==> config.mk <==
export PLATFORM = sky130hd
export DESIGN_NAME = updown_sweep_ctrl
export DESIGN_NICKNAME = d
export VERILOG_FILES = /design/src/rtl/updown_sweep_ctrl.sv
export SDC_FILE = /design/constraint.sdc
export NUM_CORES = 1
export LEC_CHECK = 0
export BUFFER_PORTS_ARGS = -buffer_cell sky130_fd_sc_hd__buf_2
export CORE_UTILIZATION = 50
export DETAILED_ROUTE_END_ITERATION = 8
export PLACE_DENSITY = 0.73
export SLEW_MARGIN = 20
export SYNTH_ARGS = -nofsm -noshare
export SYNTH_HDL_FRONTEND = slang
export SYNTH_SLANG_ARGS = --single-unit
==> constraint.sdc <==
create_clock -name clk -period 3.25 [get_ports clk]
set_input_delay 0.1625 -clock clk [delete_from_list [all_inputs] [get_ports clk]]
set_output_delay 0.1625 -clock clk [all_outputs]
set_load 0.02 [all_outputs]
==> src/rtl/updown_sweep_ctrl.sv <==
// Sweep sequencer for the 8-bit up/down counter: ramp or ping-pong between latched bounds,
// repeated for a programmed number of passes, with start/busy/done/err handshake.
module updown_sweep_ctrl #(
    parameter int unsigned WIDTH  = 8,
    parameter int unsigned PASS_W = 4
) (
    input  logic              clk,
    input  logic              rst_n,
    input  logic              start,
    input  logic              abort,
    input  logic [WIDTH-1:0]  lo,
    input  logic [WIDTH-1:0]  hi,
    input  logic              mode,
    input  logic [PASS_W-1:0] passes,
    output logic [WIDTH-1:0]  count,
    output logic              dir_up,
    output logic              busy,
    output logic              done,
    output logic              err
);

    typedef enum logic [1:0] {StIdle, StUp, StDown, StDone} state_e;

    state_e              state_q, state_d;
    logic [WIDTH-1:0]    count_q, count_d;
    logic [WIDTH-1:0]    lo_q, lo_d;
    logic [WIDTH-1:0]    hi_q, hi_d;
    logic                mode_q, mode_d;
    logic                endless_q, endless_d;
    logic [PASS_W-1:0]   remaining_q, remaining_d;
    logic                err_q, err_d;
    logic                pass_done;

    always_comb begin
        state_d     = state_q;
        count_d     = count_q;
        lo_d        = lo_q;
        hi_d        = hi_q;
        mode_d      = mode_q;
        endless_d   = endless_q;
        remaining_d = remaining_q;
        err_d       = 1'b0;
        pass_done   = 1'b0;

        unique case (state_q)
            StIdle: begin
                if (start) begin
                    if (lo <= hi) begin
                        lo_d        = lo;
                        hi_d        = hi;
                        mode_d      = mode;
                        endless_d   = (passes == '0);
                        remaining_d = passes;
                        count_d     = lo;
                        state_d     = StUp;
                    end else begin
                        err_d = 1'b1;
                    end
                end
            end
            StUp: begin
                if (abort) begin
                    state_d = StIdle;
                end else if (count_q != hi_q) begin
                    count_d = count_q + 1'b1;
                end else if (mode_q && (hi_q != lo_q)) begin
                    state_d = StDown;
                    count_d = hi_q - 1'b1;
                end else begin
                    pass_done = 1'b1;
                end
            end
            StDown: begin
                if (abort) begin
                    state_d = StIdle;
                end else if (count_q != lo_q) begin
                    count_d = count_q - 1'b1;
                end else begin
                    pass_done = 1'b1;
                end
            end
            StDone: begin
                state_d = StIdle;
            end
            default: begin
                state_d = StIdle;
            end
        endcase

        if (pass_done) begin
            if (!endless_q && (remaining_q == PASS_W'(1))) begin
                state_d = StDone;
            end else begin
                if (!endless_q) begin
                    remaining_d = remaining_q - 1'b1;
                end
                state_d = StUp;
                // Ping-pong restarts at lo+1 since lo was just shown at the bottom turn.
                count_d = (mode_q && (lo_q != hi_q)) ? lo_q + 1'b1 : lo_q;
            end
        end
    end

    always_ff @(posedge clk or negedge rst_n) begin
        if (!rst_n) begin
            state_q     <= StIdle;
            count_q     <= '0;
            lo_q        <= '0;
            hi_q        <= '0;
            mode_q      <= 1'b0;
            endless_q   <= 1'b0;
            remaining_q <= '0;
            err_q       <= 1'b0;
        end else begin
            state_q     <= state_d;
            count_q     <= count_d;
            lo_q        <= lo_d;
            hi_q        <= hi_d;
            mode_q      <= mode_d;
            endless_q   <= endless_d;
            remaining_q <= remaining_d;
            err_q       <= err_d;
        end
    end

    assign count  = count_q;
    assign dir_up = (state_q != StDown);
    assign busy   = (state_q == StUp) || (state_q == StDown);
    assign done   = (state_q == StDone);
    assign err    = err_q;

endmodule

==> results of run 1 <==
-- synthesized netlist by cell type (4+ instances only) --
library cell / number / area share
sky130_fd_sc_hd__buf_2: 18 / 0.031
sky130_fd_sc_hd__nand2b_1: 4 / 0.0085
sky130_fd_sc_hd__a21oi_1: 9 / 0.015
sky130_fd_sc_hd__o211ai_1: 5 / 0.013
sky130_fd_sc_hd__clkbuf_1: 11 / 0.014
sky130_fd_sc_hd__inv_1: 25 / 0.032
sky130_fd_sc_hd__ha_1: 19 / 0.081
sky130_fd_sc_hd__a22oi_1: 4 / 0.010
sky130_fd_sc_hd__a311o_1: 4 / 0.014
sky130_fd_sc_hd__nand2_1: 22 / 0.028
sky130_fd_sc_hd__nand4_1: 12 / 0.026
sky130_fd_sc_hd__nand3_1: 10 / 0.017
sky130_fd_sc_hd__o21ai_0: 17 / 0.029
sky130_fd_sc_hd__nor3_1: 13 / 0.022
sky130_fd_sc_hd__nor2_1: 22 / 0.028
sky130_fd_sc_hd__xnor2_1: 34 / 0.10
sky130_fd_sc_hd__xor2_1: 8 / 0.024
sky130_fd_sc_hd__mux2_2: 12 / 0.046
sky130_fd_sc_hd__dfrtp_1: 33 / 0.28
sky130_fd_sc_hd__nor4_1: 8 / 0.017
sky130_fd_sc_hd__a31oi_1: 7 / 0.015
-- sequential cells by signal, indices dropped and copies added, names as in the netlist --
register / cells
count: 8
state_q: 2
err: 1
remaining_q: 4
lo_q: 8
hi_q: 8
mode_q: 1
endless_q: 1
-- cell families after synthesis --
logic type	count (synthesis)	share of synthesized area
DFF	33	0.281
adders and majority gates	19	0.0809
AOI/OAI and AO/OA	73	0.173
xor gates and xnor gates	42	0.125
muxes	16	0.0604
and+or+nand+nor	110	0.195
buffers and inverters	58	0.0843
-- area by class of cell --
cell class	instances	area, sq um	share of cell area
Clock buffer	6	82.6	0.0257
Clock inverter	1	7.51	0.00234
Inverter	25	93.8	0.0293
Multi-Input combinational cell	260	1870	0.584
Sequential cell	33	826	0.257
Tap cell	72	90.1	0.0281
Timing Repair Buffer	43	235	0.0733
-- layer usage --
layer / share of wire / vias up / wire (microns) / GRT usage
li1: - / 1275 / - / -
met1: 0.45 / 1271 / 3600 / 0.372
met2: 0.45 / 132 / 3600 / 0.444
met3: 0.070 / 26 / 558 / 0.0640
met4: 0.025 / 0 / 201 / 0.0889
met5: 0 / - / 0 / 0
-- power by group through the flow --
stage	combinational (mW)	clock, mW	sequential, mW
after floorplan	1.32	0	0.744
after global placement	1.39	0	1.00
after detailed placement	1.41	0	1.01
after CTS	1.42	0.330	1.00
after global routing	1.58	0.350	1.04
final	1.43	0.323	1.01
-- worst paths after layout --
| check | startpoint | to | depth (start not counted) |
|---|---|---|---|
| min in group asynchronous | rst_n | hi_q[4]$_DFFE_PN0P_ | 2 |
| max in group asynchronous | rst_n | count[2]$_DFF_PN0_ | 2 |
| worst max register to register | remaining_q[1]$_DFF_PN0_ | count[5]$_DFF_PN0_ | 9 |
| worst min-delay path | mode | mode_q$_DFFE_PN0P_ | 2 |
| worst min register to register | remaining_q[3]$_DFF_PN0_ | remaining_q[3]$_DFF_PN0_ | 1 |
| worst max-delay path | remaining_q[1]$_DFF_PN0_ | count[5]$_DFF_PN0_ | 9 |
-- timing repair --
action | CTS | global route
endpoints found under the hold margin | 33 | 0
endpoints found under the setup margin | 0 | 0
hold buffers | 1 | 0
==> qor.tcl, run 1 <==
set qor(outcome) {finished, final reports clean}
set qor(worstSkewPairLatency_ns) 0.29
set qor(stdcell_area_sq_um) 3210
set qor(clock-root-buffer) {sky130_fd_sc_hd__clkbuf_8}
set qor(critPathLaunchType) {register}
set qor(p_sw_mw) 1.32
set qor(io_buffer_count) 36
set qor(post_cts_resized) 0
set qor(finalHoldViolations) 0
set qor(detail-route-antenna-nets) 0
set qor(post_dr_vias_cell) 6.15
set qor(remaining_drc_errors) 0
set qor(sw_frac_of_total) 0.478
set qor(groute.usage.overall) 0.279
set qor(post_synth_inst_count) 351
set qor(post-cts-setup-buffer-count) 0
set qor(post-route-util) 0.576
set qor(static-leakage-power_nw) 1.35
set qor(ctsLongestPathBuffers) 2
set qor(p_per_area_nw_per_um2) 863
set qor(syn-cell-area_sq_um) 2940
set qor(final_cell_mix) {sky130_fd_sc_hd__buf_2, sky130_fd_sc_hd__xnor2_1, sky130_fd_sc_hd__dfrtp_1}
set qor(routed_wirelength_microns) 7960
set qor(synth_seq_cells) 33
set qor(timing.critical_path.buf_inv) 1
set qor(worstSetupEndpointType) {register}
set qor(worst_path_max_delay_cell) {sky130_fd_sc_hd__a21oi_2}
set qor(maxSlewViolCount) 0
set qor(num_antenna_cells) 0
set qor(timing.critical_path.max_delay_family) {compound AO/OA/AOI/OAI gates}
set qor(tritoncts_clock_tree) {done}
set qor(nets) 412
set qor(die_area_sq_um) 6190
set qor(floorplan.initialDensity) 0.527
set qor(setup_ws_ns) 0.460
set qor(clkTransAtPathRegs_ns) 0.07
set qor(placed_cell_areas_sq_um) 3110
set qor(crit_path_cell_trace) {inv_1 -> ha_1 -> or4b_1 -> nand3_1 -> nor3_1 -> a21oi_2 -> nand2b_1 -> a31oi_1 -> a311o_1}
set qor(syn-num-nets) 395
set qor(share_seq_of_total_power) 0.366
set qor(global_route.overflow_total) 0
set qor(fp-row-count) 27
set qor(maximum_number_of_pins_on_one_net_before_global_route_repair) 34
set qor(synth-seq-area-share) 0.281
set qor(fraction_of_layout_cells_with_a_size_suffix_above_1) 0.179
set qor(cpPeakStageDelay_ns) 0.70
set qor(cell_internal_power_mw) 1.45
set qor(syn_warnings) 0
set qor(synth_cell_type_count) 54
set qor(route.detailed.wl_per_inst_microns) 18.1
set qor(grt_first_pass_wirelength_microns) 13000
set qor(crit_arrival_ns) 3.01
set qor(synth_enable_flop_cells) 0
set qor(clock_tree.htree_level_count) 2
set qor(timing.critical_path.required_ns) 3.47
set qor(mostFrequentLayoutCell) {sky130_fd_sc_hd__buf_2}
set qor(fmax_ghz) 0.358
set qor(design.core.area_sq_um) 5570
set qor(finalPower_mw) 2.77
set qor(power_frac_comb) 0.517
set qor(worst_slack_on_hold_paths_ns) 0.0998
set qor(maxCapViolCount) 0
set qor(worstMarginPinSlew_ns) 0.961
set qor(io-pin-count) 37
set qor(rsz_0062_raised_after_global_routing) {false}
set qor(clock_sinks) 33
set qor(drt_first_pass_iters) 5
set qor(final_period_minus_worst_setup_slack_ns) 2.79
set qor(timing.reg2reg.setup_slack_ns) 0.46
set qor(p_clk_frac) 0.117
set qor(synth_area_per_cell_sq_um) 8.38
set qor(post-place-cells) 432
set qor(slew-limit-headroom) 0.357
set qor(setup_total_negative_slack_ns) 0
set qor(fin_crit_sh) 0.858
set qor(cts-buffers-inserted) 5
set qor(clock-skew-final_ns) 0.0106
set qor(critPathMaxFanout) 20
set qor(peak_supply_drop_uv) 525
set qor(final-setup-viol-count) 0
set qor(route.vias.total) 2704
set qor(area_growth_syn_to_layout_pct) 9.11
set qor(finalNonFillerCells) 440
set qor(critical_path_class) {reg2reg}
set qor(async_reset_ff_frac) 1.00
set qor(placement.setup.worst_slack_ns) 0.522
set qor(hold_class) {in2reg}
set qor(die_width_microns) 78.7
set qor(dp_hpwl_microns) 5970
set qor(fillCellCount) 521
set qor(grt_pass1_vias) 2616
set qor(commonest_register_cell_after_synthesis) {sky130_fd_sc_hd__dfrtp_1}
set qor(weighted_congestion_at_the_end_of_routability_driven_global_placement) 0.895
set qor(die_h_microns) 78.7
set qor(drtIter0Drc) 281
set qor(antenna_found_initial) 0
Note: power is estimated with default switching activity, not from simulation.
==> run 2, diff against run 1 <==
--- a/config.mk
+++ b/config.mk
@@ -8,6 +8,7 @@
 export BUFFER_PORTS_ARGS = -buffer_cell sky130_fd_sc_hd__buf_2
 export CORE_UTILIZATION = 50
 export DETAILED_ROUTE_END_ITERATION = 8
+export GPL_TIMING_DRIVEN = 0
 export PLACE_DENSITY = 0.73
 export SLEW_MARGIN = 20
 export SYNTH_ARGS = -nofsm -noshare
==> run 2 against run 1 <==
Clock skew shrank 0.0063 ns. Worst hold slack gained 0.0085 ns. Wire length grew 6.3%. Worst setup slack lost 0.059 ns. Maximum frequency shrank 2.1%. Largest power group unchanged.
==> qor.tcl, run 2 (synthesis gave the netlist of run 1 again) <==
set qor(grt_pass1_vias) 2745 ;# +4.9%
set qor(critical_path_class) {reg2reg}
set qor(peak_supply_drop_uv) 450 ;# -14%
set qor(setup_total_negative_slack_ns) 0 ;# unchanged
set qor(io_buffer_count) 36 ;# unchanged
set qor(drt_first_pass_iters) 5 ;# unchanged
set qor(post-cts-setup-buffer-count) 0 ;# unchanged
set qor(drtIter0Drc) 309 ;# +10%
set qor(maxCapViolCount) 0 ;# unchanged
set qor(worstSetupEndpointType) {register}
set qor(worst_slack_on_hold_paths_ns) 0.108 ;# +0.00848 ns
set qor(rsz_0062_raised_after_global_routing) {false}
set qor(fin_crit_sh) 0.877 ;# +0.0181
set qor(critPathMaxFanout) 10 ;# -50%
set qor(post-place-cells) 459 ;# +6.3%
set qor(routed_wirelength_microns) 8470 ;# +6.3%
set qor(area_growth_syn_to_layout_pct) 12.8
set qor(maximum_number_of_pins_on_one_net_before_global_route_repair) 34 ;# unchanged
set qor(cts-buffers-inserted) 5 ;# unchanged
set qor(ctsLongestPathBuffers) 2 ;# unchanged
set qor(static-leakage-power_nw) 1.44 ;# +6.2%
set qor(nets) 439 ;# +6.6%
set qor(clock_tree.htree_level_count) 2 ;# unchanged
set qor(grt_first_pass_wirelength_microns) 13900 ;# +6.6%
set qor(die_h_microns) 78.7 ;# unchanged
set qor(clkTransAtPathRegs_ns) 0.07 ;# about the same
set qor(hold_class) {in2reg}
set qor(remaining_drc_errors) 0 ;# unchanged
set qor(finalNonFillerCells) 468 ;# +6.4%
set qor(post-route-util) 0.595 ;# +0.0195
set qor(final_period_minus_worst_setup_slack_ns) 2.85 ;# +0.0589 ns
set qor(slew-limit-headroom) 0.489 ;# +0.133
set qor(weighted_congestion_at_the_end_of_routability_driven_global_placement) 0.955 ;# +6.7%
set qor(die_area_sq_um) 6190 ;# unchanged
set qor(io-pin-count) 37 ;# unchanged
set qor(clock-root-buffer) {sky130_fd_sc_hd__clkbuf_8}
set qor(floorplan.initialDensity) 0.527 ;# unchanged
set qor(global_route.overflow_total) 0 ;# unchanged
set qor(stdcell_area_sq_um) 3320 ;# +3.4%
set qor(critPathLaunchType) {register}
set qor(fraction_of_layout_cells_with_a_size_suffix_above_1) 0.210 ;# +0.0302
set qor(finalHoldViolations) 0 ;# unchanged
set qor(mostFrequentLayoutCell) {sky130_fd_sc_hd__buf_2}
set qor(detail-route-antenna-nets) 0 ;# unchanged
set qor(die_width_microns) 78.7 ;# unchanged
set qor(timing.critical_path.required_ns) 3.43 ;# -0.04 ns
set qor(crit_arrival_ns) 3.03 ;# +0.02 ns
set qor(tritoncts_clock_tree) {done}
set qor(worstSkewPairLatency_ns) 0.29 ;# about the same
set qor(worstMarginPinSlew_ns) 0.766 ;# -0.196 ns
set qor(fp-row-count) 27 ;# unchanged
set qor(num_antenna_cells) 0 ;# unchanged
set qor(finalPower_mw) 2.88 ;# +4.0%
set qor(maxSlewViolCount) 0 ;# unchanged
set qor(groute.usage.overall) 0.297 ;# +0.0183
set qor(post_dr_vias_cell) 6.04 ;# -1.7%
set qor(fmax_ghz) 0.351 ;# -2.1%
set qor(p_per_area_nw_per_um2) 869 ;# +0.62%
set qor(setup_ws_ns) 0.401 ;# -0.0589 ns
set qor(dp_hpwl_microns) 6360 ;# +6.5%
set qor(antenna_found_initial) 0 ;# unchanged
set qor(outcome) {finished, final reports clean}
set qor(design.core.area_sq_um) 5570 ;# unchanged
set qor(route.detailed.wl_per_inst_microns) 18.1 ;# about the same
set qor(placement.setup.worst_slack_ns) 0.509 ;# -0.0128 ns
set qor(final_cell_mix) {sky130_fd_sc_hd__buf_2, sky130_fd_sc_hd__xnor2_1, sky130_fd_sc_hd__dfrtp_1}
set qor(route.vias.total) 2828 ;# +4.6%
set qor(clock-skew-final_ns) 0.00431 ;# -0.00632 ns
set qor(post_cts_resized) 0 ;# unchanged
set qor(final-setup-viol-count) 0 ;# unchanged
set qor(clock_sinks) 33 ;# unchanged
set qor(placed_cell_areas_sq_um) 3210 ;# +3.3%
-- run 2: cell types whose count changed in the layout (fill, tap and decap cells not counted), sizes merged --
cell	delta
buf	+13
clkinvlp	-1
clkbuf	+14
clkinv	+2
-- run 2: per-layer routing --
layer	wire, microns	vias to the layer above	global-route usage
li1	-	1336	-
met1	3690	1327	0.396
met3	663	24	0.0628
met5	0	-	0
met2	3860	141	0.463
met4	254	0	0.128
-- run 2: critical path: stages, from the launching register on --
cell and delay, ns:
sky130_fd_sc_hd__dfrtp_1 0.41, sky130_fd_sc_hd__inv_1 0.13, sky130_fd_sc_hd__ha_1 0.21, sky130_fd_sc_hd__nor2b_1 0.51
sky130_fd_sc_hd__nand3_1 0.16, sky130_fd_sc_hd__nor3_1 0.21, sky130_fd_sc_hd__a21oi_2 0.10, sky130_fd_sc_hd__buf_4 0.22
sky130_fd_sc_hd__nor2_4 0.20, sky130_fd_sc_hd__mux2_1 0.35, sky130_fd_sc_hd__o221a_1 0.23
-- run 2: report_power, final --
group	total (mW)	switching [mW]	internal (mW)
Combinational	1.83	1.08	0.744
Sequential	0.710	0.116	0.594
Clock	0.343	0.171	0.172
-- run 2: layout make-up --
class / count / area, sq um
timing repair buffer: 37 / 190
clock buffer: 6 / 82.6
sequential: 33 / 826
tap: 72 / 90.1
multi-input combinational: 260 / 1870
fill: 549 / 2260
inverter: 25 / 93.8
buffer: 33 / 154
clock inverter: 2 / 13.8
-- run 2: path summary, 6_finish.rpt --
| kind | slack, ns | cells past startpoint | end | from |
|---|---|---|---|---|
| worst min register to register | 0.59 | 1 | remaining_q[3]$_DFF_PN0_ | remaining_q[3]$_DFF_PN0_ |
| worst max register to register | 0.40 | 10 | remaining_q[3]$_DFF_PN0_ | state_q[1]$_DFFE_PN0P_ |
| worst max-delay path | 0.40 | 10 | remaining_q[3]$_DFF_PN0_ | state_q[1]$_DFFE_PN0P_ |
| min in group asynchronous | 0.48 | 2 | count[3]$_DFF_PN0_ | rst_n |
| worst min-delay path | 0.11 | 3 | hi_q[0]$_DFFE_PN0P_ | hi[0] |
| max in group asynchronous | 2.28 | 2 | state_q[1]$_DFFE_PN0P_ | rst_n |
-- run 2: what timing repair did --
| item | in CTS | in global routing |
|---|---|---|
| hold buffers | 1 | 0 |
| endpoints found under the setup margin | 0 | 0 |
| endpoints found under the hold margin | 33 | 0 |
